$ cat src/rtl/sbox_word_arbiter_if.sv
`default_nettype none
// +-----------------------------------------------------------------------+
// | sbox_word_arbiter_if                                                  |
// | Two word request/response channels sharing one byte-serial S-box.     |
// | Rev 1.0                                                               |
// +-----------------------------------------------------------------------+
interface sbox_word_arbiter_if;
   logic        req0_valid;
   logic        req0_ready;
   logic [31:0] req0_word;
   logic        rsp0_valid;
   logic        rsp0_ready;
   logic [31:0] rsp0_word;
   logic        req1_valid;
   logic        req1_ready;
   logic [31:0] req1_word;
   logic        rsp1_valid;
   logic        rsp1_ready;
   logic [31:0] rsp1_word;

   modport master (
      output req0_valid, req0_word, rsp0_ready,
      output req1_valid, req1_word, rsp1_ready,
      input  req0_ready, rsp0_valid, rsp0_word,
      input  req1_ready, rsp1_valid, rsp1_word
   );

   modport slave (
      input  req0_valid, req0_word, rsp0_ready,
      input  req1_valid, req1_word, rsp1_ready,
      output req0_ready, rsp0_valid, rsp0_word,
      output req1_ready, rsp1_valid, rsp1_word
   );
endinterface
`default_nettype wire

$ cat src/rtl/sbox_word_arbiter.sv
`default_nettype none
// +-----------------------------------------------------------------------+
// | sbox_word_arbiter                                                     |
// | Round-robin word arbiter feeding one pipelined 8-bit S-box serially.  |
// | Rev 1.0                                                               |
// +-----------------------------------------------------------------------+
module sbox_word_arbiter #(
   parameter int SBOX_LAT = 2
) (
   input  logic                 clk,
   input  logic                 rst_n,
   sbox_word_arbiter_if.slave   bus,
   output logic [7:0]           sbox_in,
   input  logic [7:0]           sbox_out,
   output logic                 busy
);

   localparam logic [1:0] S_IDLE  = 2'd0;
   localparam logic [1:0] S_ISSUE = 2'd1;
   localparam logic [1:0] S_DRAIN = 2'd2;
   localparam logic [1:0] S_RESP  = 2'd3;

   logic [1:0]          r_state;
   logic [1:0]          w_next;
   logic [31:0]         r_word;
   logic [31:0]         r_result;
   logic                r_owner;
   logic                r_last;       // last granted requester; tie goes to the other
   logic [1:0]          r_issue_idx;
   logic [1:0]          r_cap_idx;
   logic [SBOX_LAT-1:0] r_tag;
   logic                w_gnt0;
   logic                w_gnt1;
   logic                w_req_hs;
   logic                w_rsp_hs;
   logic                w_issue;
   logic                w_capture;

   always_comb begin
      w_gnt0 = bus.req0_valid && (!bus.req1_valid ||  r_last);
      w_gnt1 = bus.req1_valid && (!bus.req0_valid || !r_last);
   end

   assign w_req_hs  = (r_state == S_IDLE) && (w_gnt0 || w_gnt1);
   assign w_issue   = (r_state == S_ISSUE);
   assign w_capture = r_tag[SBOX_LAT-1];
   assign w_rsp_hs  = (r_state == S_RESP) && (r_owner ? bus.rsp1_ready : bus.rsp0_ready);

   always_ff @(posedge clk or negedge rst_n) begin
      if (!rst_n) begin
         r_state <= S_IDLE;
      end else begin
         r_state <= w_next;
      end
   end

   always_comb begin
      w_next = r_state;
      case (r_state)
         S_IDLE:  if (w_req_hs) w_next = S_ISSUE;
         S_ISSUE: if (r_issue_idx == 2'd3) w_next = S_DRAIN;
         S_DRAIN: if (w_capture && (r_cap_idx == 2'd3)) w_next = S_RESP;
         S_RESP:  if (w_rsp_hs) w_next = S_IDLE;
         default: w_next = S_IDLE;
      endcase
   end

   always_comb begin
      bus.req0_ready = 1'b0;
      bus.req1_ready = 1'b0;
      bus.rsp0_valid = 1'b0;
      bus.rsp1_valid = 1'b0;
      bus.rsp0_word  = 32'h0;
      bus.rsp1_word  = 32'h0;
      sbox_in        = 8'h00;
      busy           = (r_state != S_IDLE);
      case (r_state)
         S_IDLE: begin
            bus.req0_ready = w_gnt0;
            bus.req1_ready = w_gnt1;
         end
         S_ISSUE: sbox_in = r_word[{r_issue_idx, 3'b000} +: 8];
         S_RESP: begin
            if (r_owner) begin
               bus.rsp1_valid = 1'b1;
               bus.rsp1_word  = r_result;
            end else begin
               bus.rsp0_valid = 1'b1;
               bus.rsp0_word  = r_result;
            end
         end
         default: ;
      endcase
   end

   always_ff @(posedge clk or negedge rst_n) begin
      if (!rst_n) begin
         r_word      <= 32'h0;
         r_result    <= 32'h0;
         r_owner     <= 1'b0;
         r_last      <= 1'b1;
         r_issue_idx <= 2'd0;
         r_cap_idx   <= 2'd0;
      end else begin
         if (w_req_hs) begin
            r_word  <= w_gnt1 ? bus.req1_word : bus.req0_word;
            r_owner <= w_gnt1;
            r_last  <= w_gnt1;
         end
         if (w_issue) begin
            r_issue_idx <= r_issue_idx + 2'd1;
         end
         if (w_capture) begin
            r_result[{r_cap_idx, 3'b000} +: 8] <= sbox_out;
            r_cap_idx                          <= r_cap_idx + 2'd1;
         end
      end
   end

   // Tag marks which sbox_out cycles carry a byte of the current word.
   generate
      if (SBOX_LAT == 1) begin : g_tag_single
         always_ff @(posedge clk or negedge rst_n) begin
            if (!rst_n) begin
               r_tag <= '0;
            end else begin
               r_tag <= w_issue;
            end
         end
      end else begin : g_tag_shift
         always_ff @(posedge clk or negedge rst_n) begin
            if (!rst_n) begin
               r_tag <= '0;
            end else begin
               r_tag <= {r_tag[SBOX_LAT-2:0], w_issue};
            end
         end
      end
   endgenerate

endmodule
`default_nettype wire

$ cat src/flat_wrapper.sv
// flat-port wrapper written by rule: the top's interface ports become plain ports
module sbox_word_arbiter_flat 
#(
   parameter int SBOX_LAT = 2
)
  (clk, rst_n, sbox_in, sbox_out, busy, bus_req0_valid, bus_req0_word, bus_rsp0_ready, bus_req1_valid, bus_req1_word, bus_rsp1_ready, bus_req0_ready, bus_rsp0_valid, bus_rsp0_word, bus_req1_ready, bus_rsp1_valid, bus_rsp1_word);
  sbox_word_arbiter_if bus_i ();
  input  logic clk;
  input  logic rst_n;
  output logic [7:0] sbox_in;
  input  logic [7:0] sbox_out;
  output logic busy;
  input wire logic [$bits(bus_i.req0_valid)-1:0] bus_req0_valid;
  input wire logic [$bits(bus_i.req0_word)-1:0] bus_req0_word;
  input wire logic [$bits(bus_i.rsp0_ready)-1:0] bus_rsp0_ready;
  input wire logic [$bits(bus_i.req1_valid)-1:0] bus_req1_valid;
  input wire logic [$bits(bus_i.req1_word)-1:0] bus_req1_word;
  input wire logic [$bits(bus_i.rsp1_ready)-1:0] bus_rsp1_ready;
  output wire logic [$bits(bus_i.req0_ready)-1:0] bus_req0_ready;
  output wire logic [$bits(bus_i.rsp0_valid)-1:0] bus_rsp0_valid;
  output wire logic [$bits(bus_i.rsp0_word)-1:0] bus_rsp0_word;
  output wire logic [$bits(bus_i.req1_ready)-1:0] bus_req1_ready;
  output wire logic [$bits(bus_i.rsp1_valid)-1:0] bus_rsp1_valid;
  output wire logic [$bits(bus_i.rsp1_word)-1:0] bus_rsp1_word;
  assign bus_i.req0_valid = bus_req0_valid;
  assign bus_i.req0_word = bus_req0_word;
  assign bus_i.rsp0_ready = bus_rsp0_ready;
  assign bus_i.req1_valid = bus_req1_valid;
  assign bus_i.req1_word = bus_req1_word;
  assign bus_i.rsp1_ready = bus_rsp1_ready;
  assign bus_req0_ready = bus_i.req0_ready;
  assign bus_rsp0_valid = bus_i.rsp0_valid;
  assign bus_rsp0_word = bus_i.rsp0_word;
  assign bus_req1_ready = bus_i.req1_ready;
  assign bus_rsp1_valid = bus_i.rsp1_valid;
  assign bus_rsp1_word = bus_i.rsp1_word;
  sbox_word_arbiter #(.SBOX_LAT(SBOX_LAT)) u_core (.clk(clk), .rst_n(rst_n), .bus(bus_i), .sbox_in(sbox_in), .sbox_out(sbox_out), .busy(busy));
endmodule
$ cat config.mk
export PLATFORM = sky130hd
export DESIGN_NAME = sbox_word_arbiter_flat
export DESIGN_NICKNAME = d
export VERILOG_FILES = /design/src/rtl/sbox_word_arbiter_if.sv /design/src/rtl/sbox_word_arbiter.sv /design/src/flat_wrapper.sv
export SDC_FILE = /design/constraint.sdc
export NUM_CORES = 1
export LEC_CHECK = 0
export CAP_MARGIN = 15
export CORE_ASPECT_RATIO = 0.75
export CORE_UTILIZATION = 44
export DETAILED_ROUTE_END_ITERATION = 12
export GPL_TIMING_DRIVEN = 0
export PLACE_DENSITY = 0.81
export SLEW_MARGIN = 30
export SYNTH_ARGS = -nofsm -noshare
export SYNTH_HDL_FRONTEND = slang
export SYNTH_SLANG_ARGS = --single-unit
$ cat constraint.sdc
create_clock -name clk -period 2.08 [get_ports clk]
set_input_delay 0.52 -clock clk [delete_from_list [all_inputs] [get_ports clk]]
set_output_delay 0.52 -clock clk [all_outputs]
set_load 0.02 [all_outputs]
==> flow_results.xml, run 1 <==
<?xml version="1.0" encoding="UTF-8"?>
<metrics>
  <group name="setup_path">
    <metric name="crit_path_start_kind" unit="">register</metric>
    <metric name="critPathSlowestCell" unit="">mux4_2</metric>
    <metric name="crit_path_end_kind" unit="">primary output</metric>
    <metric name="data_required_time_at_the_worst_endpoint" unit="ns">1.56</metric>
    <metric name="crit_path_max_fanout" unit="">5</metric>
    <metric name="timing.rr.start" unit="">u_core.r_state[0]$_DFFE_PN0P_</metric>
    <metric name="arrival" unit="ns">1.70</metric>
    <metric name="crit_top_cell" unit="">buf_6</metric>
    <metric name="critPathLaunch" unit="">u_core.r_issue_idx[0]$_DFFE_PN0P_</metric>
    <metric name="critical_path_class" unit="">reg -&gt; out</metric>
    <metric name="delay_contributed_by_the_slowest_stage_of_the_critical_path" unit="ns">0.50</metric>
    <metric name="crit_path_cell_trace" unit="">buf_6, mux4_2, and2_4, buf_6</metric>
  </group>
  <group name="pwr">
    <metric name="pwr_density_cell" unit="mW/mm2">1240</metric>
    <metric name="vdd.ir_drop.worst" unit="V">0.000738</metric>
    <metric name="p_leak" unit="nW">3.09</metric>
  </group>
  <group name="synth">
    <metric name="yosys.area.top_type" unit="">dfrtp_1</metric>
    <metric name="yosysSeqAreaShare" unit="%">47.4</metric>
    <metric name="post_synth_instance_area" unit="mm2">0.00391</metric>
    <metric name="synth_top_area_share" unit="%">46.8</metric>
    <metric name="synthesis.instances" unit="">359</metric>
    <metric name="synth_async_sr_flop_share" unit="%">100</metric>
    <metric name="syn-mean-instance-area" unit="um2">10.9</metric>
    <metric name="yosys_register_bits" unit="">74</metric>
    <metric name="synth_nets" unit="">447</metric>
    <metric name="yosysWarningCount" unit="">0</metric>
    <metric name="synth.distinct_cells" unit="">34</metric>
    <metric name="synth-edff-count" unit="">0</metric>
    <metric name="largest_cells_by_area_after_synthesis" unit="">dfrtp_1 (47%), mux2i_1 (8.5%), a22o_1 (7.2%), and2_1 (6.7%), mux4_2 (4.6%)</metric>
    <metric name="top_ff_cell_synth" unit="">dfrtp_1</metric>
  </group>
  <group name="cts">
    <metric name="clk_latency" unit="ns">0.34</metric>
    <metric name="cts-buffers-inserted" unit="">9</metric>
    <metric name="clkSinkCount" unit="">74</metric>
    <metric name="ctsLongestPathBuffers" unit="">2</metric>
    <metric name="tritoncts" unit="">yes</metric>
    <metric name="clkTransAtPathRegs" unit="ns">0.05</metric>
    <metric name="cts.hold.buffers_added" unit="">0</metric>
    <metric name="cts.root.buffer_cell" unit="">clkbuf_16</metric>
    <metric name="h_tree_lvls" unit="">3</metric>
  </group>
  <group name="routing">
    <metric name="drt_first_iter_violations" unit="">254</metric>
    <metric name="wl_per_cell" unit="um">18.5</metric>
    <metric name="detailedRoute.firstPassIterationCount" unit="">4</metric>
    <metric name="vias_per_cell" unit="">5.49</metric>
    <metric name="drt-total-wl" unit="mm">12.1</metric>
    <metric name="drc_errors" unit="">0</metric>
    <metric name="vias" unit="">3593</metric>
    <metric name="final_antenna_net_count" unit="">0</metric>
  </group>
  <group name="die">
    <metric name="placement_rows" unit="">29</metric>
    <metric name="i_o_pins" unit="">155</metric>
    <metric name="die-width" unit="um">111</metric>
    <metric name="floorplan_core_area" unit="mm2">0.00853</metric>
    <metric name="initial_utilization" unit="%">45.8</metric>
    <metric name="dieHeight" unit="um">83.6</metric>
    <metric name="die_area" unit="mm2">0.00926</metric>
  </group>
  <group name="placement">
    <metric name="place_hpwl" unit="mm">8.69</metric>
    <metric name="dp_worst_setup_slack" unit="ns">-0.657</metric>
    <metric name="gpl.final_weighted_congestion" unit="">0.880</metric>
    <metric name="placed_cells_incl_taps" unit="">622</metric>
    <metric name="io_buffers" unit="">154</metric>
  </group>
  <group name="global_route">
    <metric name="grt_first_pass_wirelength" unit="mm">18.3</metric>
    <metric name="grt_antenna_before_repair" unit="">0</metric>
    <metric name="largest_net_degree_at_the_start_of_global_routing" unit="">52</metric>
    <metric name="grt_use_total" unit="%">25.7</metric>
    <metric name="grt_overflow" unit="">0</metric>
    <metric name="number_of_global_route_vias_before_repair" unit="">3487</metric>
  </group>
  <group name="final_layout">
    <metric name="mostFrequentLayoutCell" unit="">clkdlybuf4s50_1</metric>
    <metric name="nets" unit="">629</metric>
    <metric name="post_layout_nonfiller_instances" unit="">654</metric>
    <metric name="fillCellCount" unit="">561</metric>
    <metric name="most-common-layout-cells" unit="">clkdlybuf4s50_1 (74), dfrtp_1 (73), buf_6 (66)</metric>
    <metric name="seqCellArea" unit="mm2">0.00185</metric>
    <metric name="drive_above_1_share" unit="%">37.7</metric>
    <metric name="footprint_of_the_multi_input_gates" unit="mm2">0.00210</metric>
    <metric name="layout-area-overhead-vs-synth" unit="%">62.2</metric>
    <metric name="antenna-diode-count" unit="">0</metric>
  </group>
  <group name="worst_hold_path">
    <metric name="hold_path.class" unit="">in -&gt; async</metric>
  </group>
  <group name="timing">
    <metric name="timing_worst_slew_pin_value" unit="ns">0.535</metric>
    <metric name="period_share" unit="%">107</metric>
    <metric name="max-slew-margin-rel" unit="%">64.2</metric>
    <metric name="tns" unit="ns">-3.98</metric>
    <metric name="finalSetupViolations" unit="">47</metric>
    <metric name="fin_worst_skew" unit="ns">0.00388</metric>
    <metric name="fmax" unit="MHz">451</metric>
    <metric name="rsz0062_at_grt" unit="">true</metric>
    <metric name="timing.final.hold_violations" unit="">0</metric>
    <metric name="report.final.slew_viol_count" unit="">0</metric>
    <metric name="final_critical_path_setup_slack" unit="ns">-0.138</metric>
    <metric name="min_period" unit="ns">2.22</metric>
  </group>
  <group name="run_status">
    <metric name="violations" unit="">setup timing</metric>
    <metric name="status" unit="">complete, but fails checks</metric>
  </group>
  <group name="run">
    <metric name="cap_viol_max_count" unit="">0</metric>
  </group>
</metrics>
==> layer usage <==
metal	routed length [um]	up-vias	global-route usage [%]
met5	0	-	0
met4	216	0	8.73
met1	5150	1791	34.7
met2	5790	139	40.8
li1	-	1645	-
met3	914	18	6.03
==> cell usage after synthesis (2+ instances only) <==
cell type and count:
dfrtp_1 73, and2_1 42, nand2_1 37, mux2i_1 33, a22o_1 32, o21ai_1 31
and3_1 28, clkbuf_1 16, ha_1 10, buf_2 8, mux4_2 8, inv_1 7
and3_2 4, a21oi_1 3, buf_4 3, o21ai_0 3, and4_1 2, nor3b_1 2
xor2_1 2
==> worst max-delay path: cells and delay by family (launching register included) <==
kind | cells | cell delay, ns
buffers and inverters | 2 | 0.28
DFF | 1 | 0.40
muxes | 1 | 0.50
and+or+nand+nor | 1 | 0.17
==> where the power goes <==
| group | total (mW) | switching [mW] | internal [mW] |
|---|---|---|---|
| clock network | 1.49 | 0.560 | 0.925 |
| registers | 2.60 | 0.530 | 2.07 |
| logic | 3.77 | 1.80 | 1.97 |
==> worst paths after layout <==
kind,cells after the start,slack [ns],endpoint
max,4,-0.14,sbox_in[6]
min,1,0.08,u_core.r_result[8]$_DFFE_PN0P_
max reg2reg,8,0.13,u_core.r_state[1]$_DFFE_PN0P_
min reg2reg,0,0.35,u_core.r_tag[1]$_DFF_PN0_
max in group asynchronous,2,1.46,u_core.r_word[15]$_DFFE_PN0P_
min in group clk,0,0.35,u_core.r_tag[1]$_DFF_PN0_
==> metrics by stage <==
step | utilization, % | hold WS (ns) | power [mW] | cell area [um2]
2_1_floorplan | - | 0.224 | 4.41 | 3910
3_3_place_gp | 65.5 | 0.334 | 5.42 | 5580
3_5_place_dp | 65.8 | 0.350 | 5.58 | 5610
4_1_cts | 68.8 | 0.0864 | 7.37 | 5870
5_1_grt | 74.3 | 0.107 | 8.31 | 6340
6_report | 74.3 | 0.0838 | 7.85 | 6340
==> layout make-up <==
type,instances,share of cell area [%]
plain buffers,26,3.32
clock inverters,3,0.632
well taps,108,2.13
flip-flops and latches,74,29.2
multi-input cells,251,33.1
clock buffers,13,3.79
repair buffers,172,27.3
inverters,7,0.494
==> registers in the layout, summed over array words and instances, names as in the netlist <==
signal and cells:
u_core.r_result 32, u_core.r_word 32, u_core.r_cap_idx 2, u_core.r_issue_idx 2
u_core.r_state 2, u_core.r_tag 2, u_core.r_last 1, u_core.r_owner 1
==> kinds of logic (layout without fill, tap and decap cells) <==
| group | count (synthesis) | count (layout) | share of synthesized area [%] |
|---|---|---|---|
| XOR/XNOR | 2 | 2 | 0.449 |
| buffers and inverters | 35 | 221 | 4.10 |
| flip-flops | 74 | 74 | 47.4 |
| adder cells (fa/ha/maj) | 10 | 10 | 3.20 |
| AND/OR/NAND/NOR | 120 | 121 | 17.8 |
| multiplexers | 43 | 43 | 13.7 |
| AO/OA/AOI/OAI | 75 | 75 | 13.3 |
==> repair_timing <==
action,CTS,global route
setup endpoints to repair,77,96
gates resized for setup,397,132
gates cloned,2,3
pin swaps,8,5
buffers inserted,6,7
Note: power is estimated with default switching activity, not from simulation.
==> run 2, diff against run 1 <==
--- a/config.mk
+++ b/config.mk
@@ -10,7 +10,7 @@
 export CORE_UTILIZATION = 44
 export DETAILED_ROUTE_END_ITERATION = 12
 export GPL_TIMING_DRIVEN = 0
-export PLACE_DENSITY = 0.81
+export PLACE_DENSITY = 0.78
 export SLEW_MARGIN = 30
 export SYNTH_ARGS = -nofsm -noshare
 export SYNTH_HDL_FRONTEND = slang
==> run 2 against run 1 <==
Compared with the run above:
- the run still ends with setup timing left
- combinational power down 4%
- first-iteration DRC count down 7.5%
- final cell count down 0.92%
- critical path depth unchanged
- hold slack improved by 0.10 ns
- count of clock-buffer cells in the layout shrank 1
- setup slack worse by 0.032 ns
- clock power rose by 32%
- flip-flop and latch count unchanged
- total power is 4.7% higher
- sequential share of layout area increased by 0.66 points
- largest power group unchanged
==> flow_results.xml, run 2 (same netlist as run 1, synthesis figures left out) <==
<?xml version="1.0" encoding="UTF-8"?>
<metrics>
  <group name="run_status">
    <metric name="status" unit="">complete, but fails checks</metric>
    <metric name="violations" unit="">setup timing</metric>
  </group>
  <group name="timing">
    <metric name="final_critical_path_setup_slack" unit="ns">-0.170</metric>
    <metric name="timing_worst_slew_pin_value" unit="ns">0.579</metric>
    <metric name="rsz0062_at_grt" unit="">true</metric>
    <metric name="fmax" unit="MHz">444</metric>
    <metric name="min_period" unit="ns">2.25</metric>
    <metric name="period_share" unit="%">108</metric>
    <metric name="timing.final.hold_violations" unit="">0</metric>
    <metric name="report.final.slew_viol_count" unit="">0</metric>
    <metric name="max-slew-margin-rel" unit="%">61.2</metric>
    <metric name="finalSetupViolations" unit="">37</metric>
    <metric name="fin_worst_skew" unit="ns">0.00562</metric>
  </group>
  <group name="setup_path">
    <metric name="arrival" unit="ns">1.73</metric>
    <metric name="crit_path_start_kind" unit="">register</metric>
    <metric name="crit_top_cell" unit="">buf_6</metric>
    <metric name="crit_path_cell_trace" unit="">buf_6, mux4_2, and2_4, buf_6</metric>
    <metric name="crit_path_max_fanout" unit="">5</metric>
    <metric name="crit_path_end_kind" unit="">primary output</metric>
    <metric name="data_required_time_at_the_worst_endpoint" unit="ns">1.56</metric>
    <metric name="delay_contributed_by_the_slowest_stage_of_the_critical_path" unit="ns">0.50</metric>
    <metric name="critical_path_class" unit="">reg -&gt; out</metric>
    <metric name="critPathSlowestCell" unit="">mux4_2</metric>
  </group>
  <group name="pwr">
    <metric name="intPower" unit="mW">5.27</metric>
    <metric name="power_switching_share" unit="%">35.8</metric>
    <metric name="clock_network_fraction_of_design_power" unit="%">24.0</metric>
    <metric name="p_leak" unit="nW">3.09</metric>
    <metric name="power_switching" unit="mW">2.95</metric>
    <metric name="fin_total_pwr" unit="mW">8.22</metric>
    <metric name="portion_of_total_power_attributed_to_combinational_logic" unit="%">44.1</metric>
    <metric name="pwr_density_cell" unit="mW/mm2">1320</metric>
    <metric name="vdd.ir_drop.worst" unit="V">0.000754</metric>
    <metric name="power_frac_seq" unit="%">31.9</metric>
  </group>
  <group name="global_route">
    <metric name="global_route.peak_usage_layer" unit="">met2</metric>
    <metric name="largest_net_degree_at_the_start_of_global_routing" unit="">45</metric>
    <metric name="grt_first_pass_wirelength" unit="mm">20.0</metric>
    <metric name="number_of_global_route_vias_before_repair" unit="">3719</metric>
    <metric name="grt.met3_usage" unit="%">8.71</metric>
    <metric name="grt_use_total" unit="%">28.0</metric>
    <metric name="globalRouteMet2Util" unit="%">44.0</metric>
    <metric name="grt_overflow" unit="">0</metric>
    <metric name="met1_usage" unit="%">36.7</metric>
    <metric name="grt_antenna_before_repair" unit="">0</metric>
  </group>
  <group name="final_layout">
    <metric name="drive_above_1_share" unit="%">36.3</metric>
    <metric name="layout-area-overhead-vs-synth" unit="%">58.8</metric>
    <metric name="mostFrequentLayoutCell" unit="">clkdlybuf4s50_1</metric>
    <metric name="post_layout_nonfiller_instances" unit="">648</metric>
    <metric name="biggestRegsByFlops" unit="">u_core.r_result: 32 flops, u_core.r_word: 32 flops</metric>
    <metric name="antenna-diode-count" unit="">0</metric>
    <metric name="most-common-layout-cells" unit="">clkdlybuf4s50_1 (74), dfrtp_1 (71), buf_6 (47)</metric>
    <metric name="fillCellCount" unit="">563</metric>
    <metric name="nets" unit="">623</metric>
    <metric name="postLayoutCellArea" unit="mm2">0.00620</metric>
  </group>
  <group name="placement">
    <metric name="dpl-instance-area" unit="mm2">0.00560</metric>
    <metric name="dp_worst_setup_slack" unit="ns">-0.662</metric>
    <metric name="io_buffers" unit="">154</metric>
    <metric name="place_hpwl" unit="mm">8.75</metric>
    <metric name="placed_cells_incl_taps" unit="">622</metric>
    <metric name="gpl.final_weighted_congestion" unit="">0.861</metric>
  </group>
  <group name="cts">
    <metric name="clkTransAtPathRegs" unit="ns">0.06</metric>
    <metric name="tritoncts" unit="">yes</metric>
    <metric name="clk_latency" unit="ns">0.33</metric>
    <metric name="h_tree_lvls" unit="">3</metric>
    <metric name="cts.hold.buffers_added" unit="">0</metric>
    <metric name="cts.root.buffer_cell" unit="">clkbuf_16</metric>
    <metric name="ctsLongestPathBuffers" unit="">2</metric>
    <metric name="cts-buffers-inserted" unit="">9</metric>
    <metric name="clkSinkCount" unit="">74</metric>
  </group>
  <group name="routing">
    <metric name="vias" unit="">3648</metric>
    <metric name="drc_errors" unit="">0</metric>
    <metric name="vias_per_cell" unit="">5.63</metric>
    <metric name="detailedRoute.firstPassIterationCount" unit="">5</metric>
    <metric name="drt-total-wl" unit="mm">12.6</metric>
    <metric name="drt_first_iter_violations" unit="">235</metric>
    <metric name="wl_per_cell" unit="um">19.4</metric>
    <metric name="final_antenna_net_count" unit="">0</metric>
  </group>
  <group name="die">
    <metric name="i_o_pins" unit="">155</metric>
    <metric name="dieHeight" unit="um">83.6</metric>
    <metric name="placement_rows" unit="">29</metric>
    <metric name="die_area" unit="mm2">0.00926</metric>
    <metric name="initial_utilization" unit="%">45.8</metric>
    <metric name="floorplan_core_area" unit="mm2">0.00853</metric>
    <metric name="die-width" unit="um">111</metric>
  </group>
  <group name="run">
    <metric name="cap_viol_max_count" unit="">0</metric>
  </group>
  <group name="worst_hold_path">
    <metric name="hold_path.class" unit="">in -&gt; async</metric>
  </group>
</metrics>
## run 2: changes by cell type in the layout (fill, tap and decap cells not counted), moves of 3 or more
cell and change:
and3_1 +8, and3_4 -9, buf_2 +15, clkbuf_8 +3
bufinv_16 +3, clkbuf_1 -5, buf_6 -19
## run 2: area by class of cell
| class | count | area, um2 | share of cell area [%] |
|---|---|---|---|
| multi-input combinational | 251 | 2050 | 33.1 |
| sequential | 74 | 1860 | 29.9 |
| timing repair buffer | 169 | 1580 | 25.5 |
| clock buffer | 12 | 267 | 4.30 |
| buffer | 23 | 170 | 2.74 |
| tap | 108 | 135 | 2.18 |
| clock inverter | 4 | 120 | 1.94 |
| inverter | 7 | 26.3 | 0.423 |
## run 2: metal layers
metal / part of all wire, % / vias up
met5: 0 / -
met4: 2.7 / 0
met3: 8.5 / 36
met2: 47 / 190
met1: 42 / 1786
li1: - / 1636
## run 2: path summary, 6_finish.rpt
kind,slack (ns),cells past startpoint,endpoint,from
min in group clk,0.35,0,u_core.r_tag[1]$_DFF_PN0_,u_core.r_tag[0]$_DFF_PN0_
min reg2reg,0.35,0,u_core.r_tag[1]$_DFF_PN0_,u_core.r_tag[0]$_DFF_PN0_
max reg2reg,0.12,4,u_core.r_result[4]$_DFFE_PN0P_,u_core.r_cap_idx[0]$_DFFE_PN0P_
max,-0.17,4,sbox_in[6],u_core.r_issue_idx[0]$_DFFE_PN0P_
min,0.19,1,u_core.r_result[10]$_DFFE_PN0P_,rst_n
max in group asynchronous,1.33,2,u_core.r_result[29]$_DFFE_PN0P_,rst_n
## run 2: power by group through the flow
stage / Sequential (mW) / Combinational (mW) / Clock [mW]
3_3_place_gp: 2.49 / 2.94 / 0
4_1_cts: 2.57 / 3.47 / 1.98
5_1_grt: 2.69 / 3.93 / 2.05
3_5_place_dp: 2.53 / 3.07 / 0
6_report: 2.62 / 3.63 / 1.97
2_1_floorplan: 2.34 / 2.07 / 0
## run 2: critical path, delay by kind of cell (launching register included)
family                 cells  cell delay, ns
flip-flops                 1            0.43
buffers and inverters      2            0.29
multiplexers               1            0.50
AND/OR/NAND/NOR            1            0.18
## run 2: what timing repair did
item                                    in CTS  in global routing
cloned                                       5                  0
endpoints found under the hold margin        0                  0
endpoints found under the setup margin      77                108
pin swaps                                   22                  1
gates resized for setup                    438                 51
buffers inserted                             8                  2
## run 2: through the flow
| step | utilization, % | TNS (ns) | hold slack [ns] |
|---|---|---|---|
| 2_1_floorplan | - | 0 | 0.224 |
| 3_3_place_gp | 65.5 | -180.69 | 0.334 |
| 3_5_place_dp | 65.7 | -39.96 | 0.352 |
| 4_1_cts | 72.1 | -2.87 | 0.196 |
| 5_1_grt | 72.8 | -3.41 | 0.227 |
| 6_report | 72.8 | -2.17 | 0.186 |
==> run 3, diff against run 2 <==
--- a/config.mk
+++ b/config.mk
@@ -11,6 +11,8 @@
 export DETAILED_ROUTE_END_ITERATION = 12
 export GPL_TIMING_DRIVEN = 0
 export PLACE_DENSITY = 0.78
+export SETUP_SLACK_MARGIN = 0.5
+export SKIP_LAST_GASP = 1
 export SLEW_MARGIN = 30
 export SYNTH_ARGS = -nofsm -noshare
 export SYNTH_HDL_FRONTEND = slang
==> run 3 against run 2 <==
Compared with the run above:
- the flow still finishes with violations (setup timing)
- critical path depth rose by 1
- global-route usage is 2.0 points higher
- non-clock buffer count grew 49
- highest routed layer unchanged
==> flow_results.xml, run 3 (same netlist as run 1, synthesis figures left out) <==
<?xml version="1.0" encoding="UTF-8"?>
<metrics>
  <group name="routing">
    <metric name="wl_per_cell" unit="um">26.2</metric>
    <metric name="detailedRoute.firstPassIterationCount" unit="">5</metric>
    <metric name="drc_errors" unit="">0</metric>
    <metric name="final_antenna_net_count" unit="">0</metric>
    <metric name="vias_per_cell" unit="">6.20</metric>
    <metric name="drt_first_iter_violations" unit="">354</metric>
    <metric name="vias" unit="">4325</metric>
    <metric name="drt-total-wl" unit="mm">18.3</metric>
  </group>
  <group name="cts">
    <metric name="h_tree_lvls" unit="">3</metric>
    <metric name="clk_latency" unit="ns">0.33</metric>
    <metric name="cts.hold.buffers_added" unit="">0</metric>
    <metric name="cts.root.buffer_cell" unit="">clkbuf_16</metric>
    <metric name="clkTransAtPathRegs" unit="ns">0.07</metric>
    <metric name="cts-buffers-inserted" unit="">9</metric>
    <metric name="ctsLongestPathBuffers" unit="">2</metric>
    <metric name="tritoncts" unit="">yes</metric>
    <metric name="clkSinkCount" unit="">74</metric>
  </group>
  <group name="global_route">
    <metric name="grt_first_pass_wirelength" unit="mm">21.5</metric>
    <metric name="grt_antenna_before_repair" unit="">0</metric>
    <metric name="grt_use_total" unit="%">30.1</metric>
    <metric name="grt_overflow" unit="">0</metric>
    <metric name="number_of_global_route_vias_before_repair" unit="">3863</metric>
    <metric name="largest_net_degree_at_the_start_of_global_routing" unit="">52</metric>
  </group>
  <group name="final_layout">
    <metric name="most-common-layout-cells" unit="">buf_6 (113), clkdlybuf4s50_1 (74), dfrtp_1 (71)</metric>
    <metric name="postLayoutCellArea" unit="mm2">0.00748</metric>
    <metric name="mostFrequentLayoutCell" unit="">buf_6</metric>
    <metric name="biggestRegsByFlops" unit="">u_core.r_result: 32 flops, u_core.r_word: 32 flops</metric>
    <metric name="layout-area-overhead-vs-synth" unit="%">91.4</metric>
    <metric name="nets" unit="">673</metric>
    <metric name="drive_above_1_share" unit="%">55.9</metric>
    <metric name="antenna-diode-count" unit="">0</metric>
  </group>
  <group name="die">
    <metric name="initial_utilization" unit="%">45.8</metric>
    <metric name="die_area" unit="mm2">0.00926</metric>
    <metric name="placement_rows" unit="">29</metric>
    <metric name="i_o_pins" unit="">155</metric>
    <metric name="die-width" unit="um">111</metric>
    <metric name="dieHeight" unit="um">83.6</metric>
    <metric name="floorplan_core_area" unit="mm2">0.00853</metric>
  </group>
  <group name="setup_path">
    <metric name="crit_path_end_kind" unit="">primary output</metric>
    <metric name="crit_path_start_kind" unit="">register</metric>
    <metric name="data_required_time_at_the_worst_endpoint" unit="ns">1.56</metric>
    <metric name="crit_path_max_fanout" unit="">7</metric>
    <metric name="arrival" unit="ns">1.80</metric>
    <metric name="critical_path_class" unit="">reg -&gt; out</metric>
  </group>
  <group name="run_status">
    <metric name="violations" unit="">setup timing</metric>
    <metric name="status" unit="">complete, but fails checks</metric>
  </group>
  <group name="placement">
    <metric name="io_buffers" unit="">154</metric>
    <metric name="place_hpwl" unit="mm">8.73</metric>
    <metric name="gpl.final_weighted_congestion" unit="">0.815</metric>
    <metric name="dpl-instance-area" unit="mm2">0.00574</metric>
  </group>
  <group name="timing">
    <metric name="fin_hold_ws" unit="ns">0.0886</metric>
    <metric name="timing.final.hold_violations" unit="">0</metric>
    <metric name="min_period" unit="ns">2.32</metric>
    <metric name="final_critical_path_setup_slack" unit="ns">-0.241</metric>
    <metric name="rsz0062_at_grt" unit="">true</metric>
    <metric name="fmax" unit="MHz">431</metric>
    <metric name="finalSetupViolations" unit="">78</metric>
    <metric name="report.final.slew_viol_count" unit="">0</metric>
    <metric name="fin_worst_skew" unit="ns">0.00943</metric>
    <metric name="max-slew-margin-rel" unit="%">62.7</metric>
    <metric name="period_share" unit="%">112</metric>
    <metric name="timing_worst_slew_pin_value" unit="ns">0.557</metric>
  </group>
  <group name="pwr">
    <metric name="p_leak" unit="nW">3.50</metric>
    <metric name="vdd.ir_drop.worst" unit="V">0.00104</metric>
    <metric name="pwr_density_cell" unit="mW/mm2">1430</metric>
  </group>
  <group name="run">
    <metric name="cap_viol_max_count" unit="">0</metric>
  </group>
  <group name="worst_hold_path">
    <metric name="hold_path.class" unit="">in -&gt; async</metric>
  </group>
</metrics>
## run 3: changes by cell type in the layout (fill, tap and decap cells not counted), sizes merged
cell | before | now
clkinv | 0 | 2
buf | 107 | 156
dlygate4sd2 | 3 | 0
clkbuf | 19 | 21
clkdlybuf4s15 | 1 | 0
o21ai | 34 | 35
## run 3: where the power goes
part / internal [mW] / switching (mW)
Clock: 1.30 / 0.654
Combinational: 3.19 / 2.81
Sequential: 2.07 / 0.653
## run 3: layer usage
layer  vias up  part of all wire, %  GRT usage [%]
met5         -                    0              0
met4         0                  3.6           12.6
met3        61                  8.4           5.66
met2       330                   48           47.7
met1      2193                   40           40.7
li1       1741                    -              -
## run 3: layout make-up
class                      instances  area, um2
multi-input combinational        252       2410
timing repair buffer             213       2360
sequential                        74       1860
fill                             337       1050
buffer                            28        318
clock buffer                      10        229
clock inverter                     6        138
tap                              108        135
inverter                           7       33.8
## run 3: final timing paths
kind | startpoint | end | cells after the start | slack, ns
worst max-delay path | u_core.r_state[1]$_DFFE_PN0P_ | bus_rsp0_word[2] | 5 | -0.24
worst min-delay path | rst_n | u_core.r_word[1]$_DFFE_PN0P_ | 1 | 0.09
worst max register to register | u_core.r_state[0]$_DFFE_PN0P_ | u_core.r_state[1]$_DFFE_PN0P_ | 10 | -0.04
worst min register to register | u_core.r_tag[0]$_DFF_PN0_ | u_core.r_tag[1]$_DFF_PN0_ | 0 | 0.37
max in group asynchronous | rst_n | u_core.r_last$_DFFE_PN1P_ | 2 | 1.35
min in group clk | u_core.r_tag[0]$_DFF_PN0_ | u_core.r_tag[1]$_DFF_PN0_ | 0 | 0.37
## run 3: metrics by stage
step	util [%]	cells	setup slack [ns]	TNS [ns]	power [mW]
6_report	87.7	698	-0.241	-10.81	10.7
5_1_grt	87.7	698	-0.256	-11.34	10.9
4_1_cts	76.8	668	-0.153	-5.45	8.55
3_5_place_dp	67.3	622	-0.685	-25.77	5.75
3_3_place_gp	67.0	621	-1.99	-169.12	5.61
2_1_floorplan	-	359	0.378	0	4.58
## run 3: repair_timing
action / 4_1_cts / 5_1_grt
pin swaps: 16 / 40
endpoints found under the setup margin: 143 / 144
setup buffers: 24 / 22
resized for setup: 477 / 199
gates cloned: 6 / 8
## run 3: critical path, cell delays in order, from the launching register on
cell     delay [ns]
dfrtp_1        0.45
ha_4           0.27
and2b_4        0.29
buf_8          0.15
and2_4         0.14
buf_2          0.16
==> RTL edit: new RTL, config.mk and constraints of run 1 <==
`SBOX_LAT` is set to 2 in 2 places; all go to 4.
--- a/src/rtl/sbox_word_arbiter.sv
+++ b/src/rtl/sbox_word_arbiter.sv
@@ -5,7 +5,7 @@
 // | Rev 1.0                                                               |
 // +-----------------------------------------------------------------------+
 module sbox_word_arbiter #(
-   parameter int SBOX_LAT = 2
+   parameter int SBOX_LAT = 4
 ) (
    input  logic                 clk,
    input  logic                 rst_n,
--- a/src/flat_wrapper.sv
+++ b/src/flat_wrapper.sv
@@ -1,7 +1,7 @@
 // flat-port wrapper written by rule: the top's interface ports become plain ports
 module sbox_word_arbiter_flat 
 #(
-   parameter int SBOX_LAT = 2
+   parameter int SBOX_LAT = 4
 )
   (clk, rst_n, sbox_in, sbox_out, busy, bus_req0_valid, bus_req0_word, bus_rsp0_ready, bus_req1_valid, bus_req1_word, bus_rsp1_ready, bus_req0_ready, bus_rsp0_valid, bus_rsp0_word, bus_req1_ready, bus_rsp1_valid, bus_rsp1_word);
   sbox_word_arbiter_if bus_i ();
Function: changed (Yosys sat finds a counterexample within 10 cycles, from zero or initial values and one cycle with rst_n low).
==> RTL edit against run 1 <==
The run ends with design-rule violations, negative setup slack left; maximum frequency fell by 2.3%; power up 1.7%; final cell count rose by 0.15%; final area up 2.7%; area after synthesis rose by 1.3%; wire length rose by 6.6%; sequential cell count up 2; setup slack worse by 0.052 ns; sequential power rose by 2%; critical endpoint is now sbox_in[7]; largest cell class unchanged.
==> RTL edit: results <==
metrics = {
    "run_status": {
        "run_status": "finished, violations left",
        "violations": "design-rule violations, negative setup slack",
    },
    "cts": {
        "cts_hold_buf": 0,
        "insertion_delay_ns": 0.33,
        "worst_setup_hold_path_clk_slew_ns": 0.06,
        "h-tree-depth": 3,
        "cts_buffer_depth": 2,
        "cts_inserted_buffers": 9,
        "root_buffer": "clkbuf_16",
    },
    "critical_path": {
        "ff2ff_setup_slack_ns": 0.11,
        "r2r_end": "u_core.r_result[2]",
        "cp.arrival_ns": 1.75,
        "rr_worst_depth": 4,
        "cp_max_fo": 3,
        "crit_start": "u_core.r_issue_idx[0]",
        "setup.worst_path.end": "sbox_in[7]",
        "r2r-start": "u_core.r_cap_idx[0]",
    },
    "drt": {
        "drt_iter0_drc": 196,
        "drcViolationCount": 7,
        "drt_wl_total_mm": 12.9,
        "wl_per_cell_um": 19.7,
        "drtPass1Iterations": 9,
        "via_per_inst": 5.51,
    },
    "logic_synthesis": {
        "async_flop_share": 1.00,
        "synth_cells": 361,
        "synthFlopType": "dfrtp_1",
        "yosys-top-cells-area": "dfrtp_1 47%, mux2i_1 8.3%, a22o_1 7.1%, and2_1 6.6%, mux4_2 4.6%",
        "synth_common_cells": "75 x dfrtp_1, 42 x and2_1, 37 x nand2_1",
        "seq_area_frac_synth": 0.481,
        "syn-num-nets": 449,
        "ys_types": 34,
        "yosysWarnings": 0,
    },
    "timing": {
        "setup_tns_ns": -3.08,
        "tightest_slew_ns": 0.760,
        "final.period_utilization": 1.09,
        "setup_slack_ns": -0.190,
        "clock_skew_ns": 0.00699,
        "finalSetupViolCount": 40,
    },
    "power": {
        "ir_worst_vdd_mv": 0.749,
        "switching_share": 0.378,
        "combPwrFrac": 0.485,
        "p_leak_nw": 3.09,
        "p_sw_mw": 3.02,
    },
    "global_routing": {
        "use_met3": 0.0421,
        "grtUsageMet2": 0.439,
        "grt_pass1_vias": 3570,
        "antenna_found_initial": 0,
        "grtUsageTotal": 0.263,
        "grt_pass1_wl_mm": 18.9,
        "use_met1": 0.353,
        "grt_start_max_net_pins": 52,
    },
    "placement": {
        "io_buffers": 154,
        "gp_congestion": 0.862,
        "post-place-cells": 624,
        "dpl.hpwl_mm": 8.98,
    },
    "hold_path": {
        "hold_class": "in -> async",
    },
    "cells_and_area": {
        "reg_top3": "u_core.r_result x32, u_core.r_word x32, u_core.r_tag x4",
        "drive_gt1_frac": 0.406,
        "fin_nets": 630,
        "n_antenna_cell": 0,
    },
}
## RTL edit: changes by cell type after synthesis
cell,change
dfrtp_1,+2
## RTL edit: timing repair
action / in CTS / in global routing
gates cloned: 3 / 4
buffers inserted: 6 / 5
gates resized for setup: 402 / 154
setup endpoints to repair: 77 / 124
pin swaps: 10 / 1
## RTL edit: cell families (layout without fill, tap and decap cells)
kind of cell | count (synthesis) | in the layout | share of synthesized area
xor+xnor | 2 | 2 | 0.00443
buf+inv | 35 | 220 | 0.0405
simple gates | 120 | 121 | 0.176
flops | 76 | 76 | 0.481
compound gates | 75 | 75 | 0.131
mux | 43 | 43 | 0.136
fa+ha+maj | 10 | 10 | 0.0316
## RTL edit: worst max-delay path, cell delays in order, from the launching register on
cell and delay (ns):
dfrtp_1 0.42, buf_6 0.14, buf_12 0.10, mux4_2 0.47
and2_4 0.17, buf_6 0.12
## RTL edit: layout make-up
type | count | area [sq um]
timing repair buffer | 171 | 1800
clock buffer | 10 | 239
tap | 108 | 135
clock inverter | 6 | 47.5
inverter | 7 | 26.3
sequential | 76 | 1900
buffer | 26 | 214
fill | 536 | 2090
multi-input combinational | 251 | 2140
## RTL edit: routing by layer
| layer | share of wire | vias up |
|---|---|---|
| met4 | 0.016 | 0 |
| met5 | 0 | - |
| met1 | 0.43 | 1820 |
| met3 | 0.052 | 17 |
| li1 | - | 1645 |
| met2 | 0.50 | 125 |
## RTL edit: stage by stage
stage / hold slack, ns / cell area (sq um) / setup slack, ns
6_report: 0.0931 / 6510 / -0.190
5_1_grt: 0.117 / 6510 / -0.247
4_1_cts: 0.0998 / 6030 / -0.173
3_5_place_dp: 0.335 / 5660 / -0.683
3_3_place_gp: 0.334 / 5630 / -2.03
2_1_floorplan: 0.224 / 3960 / 0.117
